[config.mk]
export PLATFORM = sky130hd
export DESIGN_NAME = alu_issue_scheduler
export DESIGN_NICKNAME = d
export VERILOG_FILES = /design/src/rtl/alu_issue_scheduler_pkg.sv /design/src/rtl/alu_issue_scheduler_credit_counter.sv /design/src/rtl/alu_issue_scheduler.sv
export SDC_FILE = /design/constraint.sdc
export NUM_CORES = 1
export LEC_CHECK = 0
export BUFFER_PORTS_ARGS = -buffer_cell sky130_fd_sc_hd__buf_2
export CAP_MARGIN = 20
export CORE_UTILIZATION = 40
export CTS_CLUSTER_SIZE = 30
export DETAILED_ROUTE_END_ITERATION = 12
export PLACE_DENSITY = 0.85
export SLEW_MARGIN = 20
export SYNTH_ARGS = -nofsm -noshare
export SYNTH_HDL_FRONTEND = slang
export SYNTH_SLANG_ARGS = --single-unit
[constraint.sdc]
create_clock -name clk -period 3.8 [get_ports clk]
set_clock_uncertainty 0.05 [all_clocks]
set_input_delay 0.95 -clock clk [delete_from_list [all_inputs] [get_ports clk]]
set_output_delay 0.95 -clock clk [all_outputs]
set_load 0.05 [all_outputs]
[src/rtl/alu_issue_scheduler_pkg.sv]
// Shared types and configuration for the ALU issue scheduler slice.
package alu_issue_scheduler_pkg;

  localparam int ALU_UNIT_NUM   = 2;
  localparam int ALU_FIFO_DEPTH = 4;

  typedef struct packed {
    logic [31:0] pc;
    logic [31:0] inst;
    logic [6:0]  rd_phy;
    logic [5:0]  rob_id;
    logic        valid;
  } issue_execute_pack_t;

  typedef struct packed {
    logic       enable;
    logic       flush;
    logic [5:0] committed_rob_id;
    logic [1:0] committed_num;
  } commit_feedback_pack_t;

endpackage

[src/rtl/alu_issue_scheduler_credit_counter.sv]
// Per-unit free-slot counter tracking space left in one issue_alu FIFO.
module alu_credit_counter #(
  parameter int DEPTH = 4,
  parameter int CW    = $clog2(DEPTH + 1)
) (
  input  logic          clk,
  input  logic          rst,
  input  logic          i_push,
  input  logic          i_pop,
  input  logic          i_flush,
  output logic [CW-1:0] o_count,
  output logic          o_nonzero
);

  logic [CW-1:0] r_count;

  // Push consumes a slot, pop returns one; flush or reset refills the FIFO budget.
  always_ff @(posedge clk) begin
    if (rst || i_flush) begin
      r_count <= CW'(DEPTH);
    end else begin
      r_count <= r_count - CW'(i_push) + CW'(i_pop);
    end
  end

  assign o_count   = r_count;
  assign o_nonzero = (r_count != '0);

  a_no_pop_when_full : assert property (@(posedge clk) disable iff (rst || i_flush)
    !(i_pop && !i_push && (r_count == CW'(DEPTH))));

  a_no_push_when_empty : assert property (@(posedge clk) disable iff (rst || i_flush)
    !(i_push && (r_count == '0)));

endmodule

[src/rtl/alu_issue_scheduler.sv]
// One-entry holding register that dispatches issued ALU instructions
// round-robin to per-unit FIFOs under credit flow control.
module alu_issue_scheduler #(
  parameter int ALU_UNIT_NUM   = alu_issue_scheduler_pkg::ALU_UNIT_NUM,
  parameter int ALU_FIFO_DEPTH = alu_issue_scheduler_pkg::ALU_FIFO_DEPTH
) (
  input  logic                                          clk,
  input  logic                                          rst,
  input  alu_issue_scheduler_pkg::issue_execute_pack_t  issue_alu_pack_in,
  input  logic                                          issue_alu_valid,
  output logic                                          issue_alu_ready,
  output alu_issue_scheduler_pkg::issue_execute_pack_t  alu_fifo_data_in [ALU_UNIT_NUM],
  output logic [ALU_UNIT_NUM-1:0]                       alu_fifo_push,
  input  logic [ALU_UNIT_NUM-1:0]                       alu_fifo_pop,
  output logic                                          alu_fifo_flush,
  input  alu_issue_scheduler_pkg::commit_feedback_pack_t commit_feedback_pack,
  output logic                                          alu_sched_idle
);

  import alu_issue_scheduler_pkg::*;

  localparam int RRW = (ALU_UNIT_NUM > 1) ? $clog2(ALU_UNIT_NUM) : 1;
  localparam int CW  = $clog2(ALU_FIFO_DEPTH + 1);

  logic                    r_hold_valid;
  issue_execute_pack_t     r_hold_pack;
  logic [RRW-1:0]          r_rr_ptr;

  logic                    w_flush_now;
  logic                    w_found;
  logic [RRW-1:0]          w_sel;
  logic [RRW-1:0]          w_rr_next;
  logic                    w_fire;
  logic                    w_accept;
  logic [ALU_UNIT_NUM-1:0] w_push;
  logic [ALU_UNIT_NUM-1:0] w_nonzero;
  logic [ALU_UNIT_NUM-1:0] w_full;
  logic [CW-1:0]           w_count [ALU_UNIT_NUM];
  int unsigned             w_scan;
  logic                    w_unused_cfb;

  assign w_unused_cfb = ^{commit_feedback_pack.committed_rob_id, commit_feedback_pack.committed_num};

  assign w_flush_now = commit_feedback_pack.enable && commit_feedback_pack.flush;

  // Round-robin find-first unit with a free slot, starting at r_rr_ptr.
  always_comb begin
    w_found = 1'b0;
    w_sel   = '0;
    w_scan  = 0;
    for (int unsigned k = 0; k < ALU_UNIT_NUM; k++) begin
      w_scan = (32'(r_rr_ptr) + k) % ALU_UNIT_NUM;
      if (!w_found && w_nonzero[w_scan[RRW-1:0]]) begin
        w_found = 1'b1;
        w_sel   = RRW'(w_scan);
      end
    end
  end

  assign w_fire    = r_hold_valid && w_found && !w_flush_now && !rst;
  assign w_accept  = issue_alu_valid && issue_alu_ready;
  assign w_rr_next = (w_sel == RRW'(ALU_UNIT_NUM - 1)) ? '0 : w_sel + 1'b1;

  // One-hot push strobe towards the selected unit.
  always_comb begin
    w_push = '0;
    if (w_fire) begin
      w_push[w_sel] = 1'b1;
    end
  end

  // Holding register and round-robin pointer.
  always_ff @(posedge clk) begin
    if (rst) begin
      r_hold_valid <= 1'b0;
      r_hold_pack  <= '0;
      r_rr_ptr     <= '0;
    end else if (w_flush_now) begin
      r_hold_valid <= 1'b0;
      r_rr_ptr     <= '0;
    end else begin
      if (w_accept) begin
        r_hold_pack  <= issue_alu_pack_in;
        r_hold_valid <= 1'b1;
      end else if (w_fire) begin
        r_hold_valid <= 1'b0;
      end
      if (w_fire) begin
        r_rr_ptr <= w_rr_next;
      end
    end
  end

  for (genvar g = 0; g < ALU_UNIT_NUM; g++) begin : g_unit
    alu_credit_counter #(
      .DEPTH(ALU_FIFO_DEPTH),
      .CW   (CW)
    ) u_credit (
      .clk      (clk),
      .rst      (rst),
      .i_push   (w_push[g]),
      .i_pop    (alu_fifo_pop[g]),
      .i_flush  (w_flush_now),
      .o_count  (w_count[g]),
      .o_nonzero(w_nonzero[g])
    );
    assign w_full[g]           = (w_count[g] == CW'(ALU_FIFO_DEPTH));
    assign alu_fifo_data_in[g] = r_hold_pack;
  end

  assign issue_alu_ready = !rst && !w_flush_now && (!r_hold_valid || w_fire);
  assign alu_fifo_push   = w_push;
  assign alu_fifo_flush  = w_flush_now && !rst;
  assign alu_sched_idle  = !rst && !r_hold_valid && (&w_full);

  a_push_onehot : assert property (@(posedge clk) $onehot0(alu_fifo_push));

endmodule

== Word-level counts from Yosys, hierarchy flattened ==
Index checks and enable logic that the tools add are counted.

* Register bits: 86
* Bits in latches: 0
* RAM bits: 0
* Bits in read-only memories: 0
* Input bits: 93
* Output and inout port bits: 161
* Logic and storage cells: 60
* Memories kept: 0

* Add/subtract/negate cells: 6
* Multipliers: 0
* Divide/modulo/power cells: 0
* $lt $le $gt $ge: 4
* Equality and inequality tests: 2
* Shift operators: 0
* Multiplexer cells: 14
* Bitwise gates (word level): 1
* Reduce and logical (&&, ||, !) cells: 24

{| class="wikitable"
|+ Operator list
! cell !! number
|-
| $logic_and 1x1->1 || 12
|-
| $mux 1 || 12
|-
| $add 3x1->3 || 2
|-
| $eq 3x3->1 const B || 2
|-
| $lt 1x2->1 const B || 3
|-
| $reduce_bool 3->1 || 2
|-
| $sub 3x1->3 || 2
|-
| $logic_not 1->1 || 4
|-
| $reduce_and 2->1 || 2
|-
| $add 1x1->1 const B || 2
|-
| $logic_or 1x1->1 || 2
|-
| $mux 2 || 1
|-
| $reduce_bool 2->1 || 1
|-
| $reduce_or 2->1 || 1
|-
| $demux 1 s1 || 1
|-
| $ge 1x1->1 const B || 1
|-
| $not 1->1 || 1
|}

== Logic depth before layout (Yosys ltp) ==
Gate-level depths: netlist of run 1.

* Depth in word-level cells: 14
* Mapped depth: 11
* Depth with buffers taken out: 11

== By module ==
Synthesis of run 1 repeated with hierarchy kept, for this count alone.

* Cells, all modules: 501
* Area total of the unflattened synthesis: 4374.2 um2

{| class="wikitable"
|+ By module, submodules not included
! module !! instances !! cells each !! area each (um2) !! sequential area each (um2)
|-
| alu_issue_scheduler || 1 || 471 || 4046.4 || 1601.5
|-
| alu_credit_counter || 2 || 15 || 163.9 || 60.1
|}

== Least setup slack after synthesis of run 1 ==
OpenSTA, ideal clock, no wires.

* Path type: in2out
* From: in rst
* To: out alu_sched_idle
* Arrival time: 2.639 ns
* Required time: 2.800 ns
* Path slack: 0.161 ns
* Cell stages on the path: 2
* Path buffers: 1
* Cell sequence: clkbuf_1 -> nor4_1

* Cells in the longest elaborated chain, start to end: 3

{| class="wikitable"
|+ Ends and longest elaborated chain
! what !! line !! source
|-
| start, declared || alu_issue_scheduler.sv:8 || <nowiki>input logic rst,</nowiki>
|-
| $logic_not 1->1 || alu_issue_scheduler.sv:114 || <nowiki>assign alu_sched_idle = !rst && !r_hold_valid && (&w_full);</nowiki>
|-
| $logic_and 1x1->1 (2 in series) || alu_issue_scheduler.sv:114 ||
|-
| end, declared || alu_issue_scheduler.sv:17 || <nowiki>output logic alu_sched_idle</nowiki>
|}

No other way between the ends.

== Final worst setup path of run 1 ==
* From: in rst
* To: out alu_fifo_push[0]

* Cells in the longest elaborated chain, start to end: 3

{| class="wikitable"
|+ Ends and longest elaborated chain
! what !! line !! source
|-
| $logic_not 1->1 || alu_issue_scheduler.sv:60 || <nowiki>assign w_fire = r_hold_valid && w_found && !w_flush_now && !rst;</nowiki>
|-
| $logic_and 1x1->1 || alu_issue_scheduler.sv:60 ||
|-
| $mux 2 || alu_issue_scheduler.sv:67 || <nowiki>if (w_fire) begin</nowiki>
|-
| end, declared || alu_issue_scheduler.sv:13 || <nowiki>output logic [ALU_UNIT_NUM-1:0] alu_fifo_push,</nowiki>
|}

No other way between the ends.

==> results of run 1 <==
-- critical path: stages --
cell       delay, ns
buf_4           0.13
nand2b_1        0.19
a2111oi_0       0.60
buf_2           0.39
-- worst min-delay path by stage --
stage               depth (start not counted)                         startpoint                           endpoint
finish                                      2  alu_fifo_data_in[31]$_SDFFE_PP0P_  alu_fifo_data_in[31]$_SDFFE_PP0P_
CTS                                         2  alu_fifo_data_in[31]$_SDFFE_PP0P_  alu_fifo_data_in[31]$_SDFFE_PP0P_
global route                                2  alu_fifo_data_in[26]$_SDFFE_PP0P_  alu_fifo_data_in[26]$_SDFFE_PP0P_
floorplan                                   1              r_rr_ptr$_SDFFE_PP0N_              r_rr_ptr$_SDFFE_PP0N_
global placement                            2  alu_fifo_data_in[67]$_SDFFE_PP0P_  alu_fifo_data_in[67]$_SDFFE_PP0P_
detailed placement                          2  alu_fifo_data_in[76]$_SDFFE_PP0P_  alu_fifo_data_in[76]$_SDFFE_PP0P_
-- metrics by stage --
stage	area [µm²]	worst slack (ns)	cells
after floorplan	4550	0.161	468
after global placement	5240	0.497	751
after detailed placement	5240	0.389	751
after CTS	5560	0.542	766
after global routing	5560	0.388	766
final	5560	0.549	766
-- power groups by stage --
stage | clock (mW) | sequential [mW] | combinational [mW]
floorplan | 0 | 1.14 | 0.363
global placement | 0 | 1.00 | 0.579
detailed placement | 0 | 1.01 | 0.584
CTS | 0.973 | 0.986 | 0.584
global route | 1.01 | 0.993 | 0.618
finish | 0.944 | 0.985 | 0.580
-- cell families after synthesis --
logic type	count (synthesis)	synth area share, %
adder cells (fa/ha/maj)	6	1.98
multiplexers	78	17.2
flip-flops	86	37.9
AO/OA/AOI/OAI	7	1.29
XOR/XNOR	4	0.771
AND/OR/NAND/NOR	173	23.5
buffers and inverters	114	17.4
-- metal layers --
metal,vias to the layer above,routed length (µm),track usage (%)
li1,1717,-,-
met1,1479,3990,17.9
met2,137,4290,25.6
met3,9,633,4.36
met4,0,92,4.34
met5,-,0,0
-- cells in the mapped netlist --
library cell / count / share of area [%]
ha_1: 4 / 1.1
or3_4: 1 / 0.25
nor3_1: 2 / 0.22
buf_4: 85 / 14
mux2i_1: 78 / 17
nor4_1: 1 / 0.14
a21oi_1: 1 / 0.11
buf_2: 1 / 0.11
inv_1: 8 / 0.66
dfxtp_1: 86 / 38
and2_1: 3 / 0.41
o2111a_1: 1 / 0.25
xor2_1: 1 / 0.19
o21a_1: 1 / 0.17
nand2_1: 4 / 0.33
clkbuf_1: 17 / 1.4
a311oi_1: 1 / 0.19
or4_1: 1 / 0.17
buf_8: 1 / 0.33
o311ai_1: 1 / 0.19
a2111oi_0: 1 / 0.19
buf_12: 2 / 0.88
or3_1: 1 / 0.14
xnor2_1: 3 / 0.58
fa_1: 2 / 0.88
nor2_1: 3 / 0.25
a21oi_2: 1 / 0.19
nand2b_1: 157 / 22
-- area by class of cell --
cell class	count	area [µm²]	share of cell area, %
multi-input cells	268	2050	36.9
clock inverters	4	70.1	1.26
repair buffers	249	1260	22.6
well taps	140	175	3.15
flip-flops and latches	86	1720	31.0
clock buffers	11	253	4.55
inverters	8	30.0	0.540
-- cell usage in the layout, fill, tap and decap left out --
master / Yosys / final
a2111oi_0: 1 / 1
a21oi_1: 1 / 1
a21oi_2: 1 / 1
a311oi_1: 1 / 1
and2_1: 3 / 3
buf_2: 1 / 244
buf_4: 85 / 5
bufinv_16: 0 / 2
clkbuf_16: 0 / 9
clkbuf_8: 0 / 2
clkinv_2: 0 / 2
dfxtp_1: 86 / 86
fa_1: 2 / 2
ha_1: 4 / 4
inv_1: 8 / 8
mux2i_1: 78 / 78
nand2_1: 4 / 4
nand2b_1: 157 / 157
nor2_1: 3 / 3
nor3_1: 2 / 2
nor4_1: 1 / 1
o2111a_1: 1 / 1
o21a_1: 1 / 1
o311ai_4: 0 / 1
or3_1: 1 / 1
or3_4: 1 / 1
or4_1: 1 / 1
xnor2_1: 3 / 3
xor2_1: 1 / 1
-- flip-flops by register name (all words and copies together) (netlist names) --
name / flops
alu_fifo_data_in: 78
g_unit.u_credit.o_count: 6
r_hold_valid: 1
r_rr_ptr: 1
==> metrics, run 1 <==
Worst Setup Start Kind input port; slew margin rel. 54.2%; worst vdd ir roughly 0.00023 V; worst reg-to-reg setup slack about 0.88 ns; Hold WC Path Type flop to flop; largest net degree at the start of global routing between 80 and 90; gr usage total ~15%; synth-to-layout area growth 22.3%; max frequency a little over 0.3 GHz; CP Data Arrival Time ~2.3 ns; vias 3342; Yosys Warn Count 0; net count after synthesis between 500 and 600; via-per-instance ratio ~4.4; # rows 38; PD cells 451 nW/µm²; final setup vio count 0; CP required ~2.8 ns; H-Tree Depth 3; reg-to-reg endpoint g_unit[0].u_credit.o_count[2]$_SDFF_PP1_; Die Y approximately 110 µm; RSZ-0062 raised after global routing false; clk sinks 86; power consumption around 2.5 mW; Final Hold Fails 0; core area between 10000 and 15000 µm²; cts bufs inserted 9; RePlAce Congestion ~0.77; grt ovf 0; Mapped Avg Cell Area between 9 and 10 µm²; final worst path period need between 3 and 4 ns; Clock Tree Buf Depth 2; routed wire length between 9000 and 10000 µm; clk_lat worst skew between 0.3 and 0.4 ns; routed wire length per instance around 12 µm; post-layout util between 50 and 60%; Final nets just over 700; Remaining DRCs 0; crit path kind input port to primary output; DIE AREA around 12000 µm²; Leak between 3 and 4 nW; net switching power just under 0.8 mW; sequential share of power roughly two fifths; clock-pin slew on the worst setup and hold paths around 0.06 ns; CP endpoint alu_fifo_push[0]; vias in the first global route about 3k; FF+latch count, synth 86; CTS tree yes; worst r2r src g_unit[1].u_credit.o_count[1]$_SDFF_PP0_; fin. max-slew vios 0; Sw Share a little under a third; DR iter-0 viols approximately 170; R2R cell count 10; first-pass GRT wire length 13900 µm; Max Cap Viol 0; status finished, final reports clean; P_int around 1.7 mW; Initial Util 41.6%; hold_buf cts 0; endpoint type of the worst setup path primary output; hold slack ~0.43 ns; Post-CTS Setup Inserts 0; # IOs 254; post-cts resize count 0; number of port buffers approximately 250; worst setup path startpoint rst; Mapped Area ~4500 µm²; initial antenna violation count 1; Synth cell types 28; post-synthesis sequential area ratio between 30% and 40%; Crit Path Max Fanout 4; clock power share approximately 38%; Die W 109 µm; root buffer cell clkbuf_16; combinational power share between 20% and 30%; Worst-Margin Slew approximately 0.69 ns; DRT Pass-1 Iters 4; Gate Count Post-Synth roughly 470; fillers slightly above 1k; share of cells above drive strength 1 42.7%; DPL Wire Length ~6600 µm; Antenna Nets Post-Route 0; Sum Neg Setup Slack 0 ns; # diodes 0; fin crit share 85.6%
(Power assumes the default switching activity.)
==> inputs of run 2 (changes only) <==
- PLACE_DENSITY: 0.85 -> 0.78
==> run 2 against run 1 <==
Against the previous run:
- cell count unchanged
- largest power group unchanged
- critical path depth unchanged
- largest cell class unchanged
- combinational power about the same
- hold slack about the same
- non-clock buffer count unchanged
- register-to-register slack better by 0.03 ns
- power down 4.3%
==> metrics, run 2 (synthesis gave the netlist of run 1 again) <==
status finished, final reports clean; H-Tree Depth 3; Crit Path Max Fanout 4; CP required 2.80 ns; worst vdd ir about 0.00018 V; critical path's slowest cell a2111oi_0; gr usage total 14.8%; CTS tree yes; final setup vio count 0; DIE AREA approximately 12000 µm²; post-route insts no fill 766; largest net degree at the start of global routing slightly below 90; highest-count cells in the layout ignoring fill and taps 244 x buf_2, 157 x nand2b_1, 86 x dfxtp_1; Final nets 721; Antenna Nets Post-Route 0; RePlAce Congestion approximately 0.73; Initial Util between 40% and 50%; grt ovf 0; final worst path period need ~3.2 ns; max frequency 0.309 GHz; DRT Pass-1 Iters 4; Final Hold Fails 0; # diodes 0; Remaining DRCs 0; number of flip-flops under the largest register name between 70 and 80; hold slack around 0.43 ns; PD cells between 400 and 500 nW/µm²; share of cells above drive strength 1 a little over two fifths; # rows 38; DR iter-0 viols approximately 110; number of port buffers approximately 250; Worst Setup Start Kind input port; vias between 3k and 4k; Max Cap Viol 0; vias in the first global route approximately 3.1k; fin. max-slew vios 0; routed wire length per instance 11.8 µm; cts bufs inserted 9; Placed Cells incl. Taps between 700 and 800; Clock Tree Buf Depth 2; fin crit share 85.0%; Sum Neg Setup Slack 0 ns; CP Cell Sequence buf_4 -> nand2b_1 -> a2111oi_0 -> buf_2; most common cell after layout, fill and taps aside buf_2; Leak 3.14 nW; routed wire length between 9000 and 10000 µm; initial antenna violation count 0; synth-to-layout area growth 21.5%; Die Y between 100 and 150 µm; worst reg-to-reg setup slack 0.91 ns; root buffer cell clkbuf_16; via-per-instance ratio about 4.5; CP Data Arrival Time around 2.2 ns; clk sinks 86; clock-pin slew on the worst setup and hold paths roughly 0.06 ns; RSZ-0062 raised after global routing false; Die W between 100 and 150 µm; post-cts resize count 0; core area approximately 11000 µm²; DPL Wire Length 6790 µm; final instance area 5520 µm²; clk_lat worst skew approximately 0.32 ns; Post-CTS Setup Inserts 0; hold_buf cts 0; crit path kind input port to primary output; slew margin rel. a little over half; Worst path max stage delay approximately 0.58 ns; Hold WC Path Type flop to flop; endpoint type of the worst setup path primary output; Worst-Margin Slew 0.677 ns; # IOs 254; first-pass GRT wire length ~14000 µm; placed cell area 5240 µm²
-- run 2: worst paths after layout --
kind | startpoint | endpoint | depth (start not counted)
max | rst | alu_fifo_push[0] | 4
min | alu_fifo_data_in[29]$_SDFFE_PP0P_ | alu_fifo_data_in[29]$_SDFFE_PP0P_ | 2
max reg2reg | g_unit[1].u_credit.o_count[1]$_SDFF_PP0_ | g_unit[0].u_credit.o_count[2]$_SDFF_PP1_ | 10
min reg2reg | alu_fifo_data_in[29]$_SDFFE_PP0P_ | alu_fifo_data_in[29]$_SDFFE_PP0P_ | 2
-- run 2: metrics by stage --
stage	power [mW]	utilization, %	setup slack [ns]
after floorplan	1.50	-	0.161
after global placement	1.58	47.9	0.485
after detailed placement	1.59	47.9	0.404
after CTS	2.44	50.5	0.548
after global routing	2.51	50.5	0.512
final	2.40	50.5	0.569
-- run 2: area by class of cell --
type	count	area (µm²)
timing repair buffer	249	1260
multi-input combinational	268	2050
clock buffer	15	288
inverter	8	30.0
fill	994	5410
sequential	86	1720
tap	140	175
-- run 2: worst max-delay path, delay by kind of cell --
family / cells / cell delay (ns)
AOI/OAI and AO/OA: 1 / 0.58
buffers and inverters: 2 / 0.51
and+or+nand+nor: 1 / 0.19
-- run 2: metal layers --
metal	global-route usage [%]	routed length (µm)	vias to the layer above
li1	-	-	1721
met1	16.3	3700	1570
met2	26.4	4560	142
met3	3.65	641	9
met4	6.95	127	0
met5	0	0	-
-- run 2: power by group --
group	internal, mW	switching (mW)	total, mW
combinational	0.173	0.407	0.580
clock	0.511	0.323	0.834
sequential	0.949	0.0365	0.986
==> inputs of run 3 (changes only) <==
==> constraint.sdc (replaced) <==
create_clock -name clk -period 3.8 [get_ports clk]
set_clock_uncertainty 0.05 [all_clocks]
set_input_delay 0.57 -clock clk [delete_from_list [all_inputs] [get_ports clk]]
set_output_delay 0.57 -clock clk [all_outputs]
set_load 0.05 [all_outputs]
==> run 3 against run 2 <==
Against the previous run:
- die area did not move
- non-clock buffer count fell by 1
- routed wire length rose by 1.7%
- combinational power rose by 1%
- first-iteration DRC count fell by 12%
- via count rose by 1.7%
- largest power group unchanged
==> metrics, run 3 (synthesis gave the netlist of run 1 again) <==
status finished, final reports clean; clk_lat worst skew about 0.34 ns; # IOs roughly 250; CTS tree yes; H-Tree Depth 3; Worst path max stage delay a little under 0.6 ns; Final nets 720; PD cells roughly 450 nW/µm²; root buffer cell clkbuf_16; Die Y about 110 µm; Post-CTS Setup Inserts 0; cts bufs inserted 9; Antenna Nets Post-Route 0; DIE AREA between 10000 and 15000 µm²; worst vdd ir 0.000205 V; CP Cell Sequence or3_4 -> a2111oi_0 -> ha_1 -> inv_1 -> ha_1 -> inv_1 -> fa_1 -> xor2_1 -> xnor2_1 -> nand2_1; clock-pin slew on the worst setup and hold paths 0.06 ns; R2R cell count 10; Sum Neg Setup Slack 0 ns; fin. max-slew vios 0; hold path depth 2; vias 3499; Final Hold Fails 0; fin crit share 75.5%; grt ovf 0; max frequency about 0.35 GHz; critical path's slowest cell a2111oi_0; vias in the first global route 3158; slew margin rel. ~60%; final worst path period need between 2 and 3 ns; Die W about 110 µm; post-cts resize count 0; via-per-instance ratio between 4 and 5; worst r2r src g_unit[1].u_credit.o_count[1]$_SDFF_PP0_; Clock Tree Buf Depth 2; Initial Util between 40% and 50%; number of port buffers roughly 250; Worst Setup Start Kind flop; post-layout util slightly above 50%; synth-to-layout area growth 23.1%; hold_buf cts 0; initial antenna violation count 0; CP Data Arrival Time roughly 3.0 ns; final instance area 5600 µm²; clk sinks 86; RSZ-0062 raised after global routing false; routed wire length ~9000 µm; Hold WC Path Type flop to flop; Worst-Margin Slew approximately 0.59 ns; RePlAce Congestion 0.740; endpoint type of the worst setup path flop; final setup margin 0.930 ns; Max Cap Viol 0; worst setup path startpoint g_unit[1].u_credit.o_count[1]$_SDFF_PP0_; register area 1720 µm²; gr usage total between 10% and 20%; DR iter-0 viols 99; fillers 1009; Crit Path Max Fanout 5; final setup vio count 0; # rows 38; crit path kind flop to flop; hold path startpoint alu_fifo_data_in[54]$_SDFFE_PP0P_; # diodes 0; DRT Pass-1 Iters 4; number of flip-flops under the largest register name 78; first-pass GRT wire length 14200 µm; share of cells above drive strength 1 between 40 and 50%; post-route insts no fill around 770; largest net degree at the start of global routing 159; CP required 3.96 ns; core area approximately 11000 µm²; routed wire length per instance between 10 and 15 µm; placed cell area 5230 µm²; highest-count cells in the layout ignoring fill and taps 244 x buf_2, 157 x nand2b_1, 86 x dfxtp_1; DPL Wire Length around 6600 µm; multi-input logic area 2050 µm²; Leak 3.18 nW; Placed Cells incl. Taps about 750; Remaining DRCs 0; most common cell after layout, fill and taps aside buf_2; DP Worst Slack around 0.81 ns
-- run 3: metal layers --
layer  GRT usage (%)  vias up  share of wire, %
met5               0        -                 0
met4            8.20        0               1.7
met3            4.60       11               7.1
met2            27.8      148                51
met1            16.1     1616                40
li1                -     1724                 -
-- run 3: cell type report --
class	instances	share of cell area (%)
Multi-Input combinational cell	268	36.6
Sequential cell	86	30.8
Timing Repair Buffer	248	22.9
Clock buffer	13	4.83
Tap cell	140	3.13
Clock inverter	3	1.16
Inverter	8	0.537
-- run 3: final timing paths --
check / to / slack [ns]
worst max-delay path: g_unit[0].u_credit.o_count[2]$_SDFF_PP1_ / 0.93
worst min-delay path: alu_fifo_data_in[54]$_SDFFE_PP0P_ / 0.43
worst max register to register: g_unit[0].u_credit.o_count[2]$_SDFF_PP1_ / 0.93
worst min register to register: alu_fifo_data_in[54]$_SDFFE_PP0P_ / 0.43
-- run 3: critical path: cells and delay by family (launching register included) --
| kind | cells | cell delay [ns] |
|---|---|---|
| compound gates | 1 | 0.59 |
| xor+xnor | 2 | 0.31 |
| fa+ha+maj | 3 | 0.87 |
| buf+inv | 2 | 0.11 |
| flops | 1 | 0.34 |
| simple gates | 2 | 0.49 |
-- run 3: where the power goes --
group	switching (mW)	leakage, nW	internal (mW)	total, mW
combinational	0.409	2.31	0.177	0.586
clock	0.341	0.166	0.629	0.970
sequential	0.0359	0.702	0.949	0.985
-- run 3: per-stage QoR --
step	hold WS [ns]	power, mW
2_1_floorplan	0.417	1.50
3_3_place_gp	0.418	1.58
3_5_place_dp	0.425	1.59
4_1_cts	0.413	2.58
5_1_grt	0.427	2.65
6_report	0.432	2.54
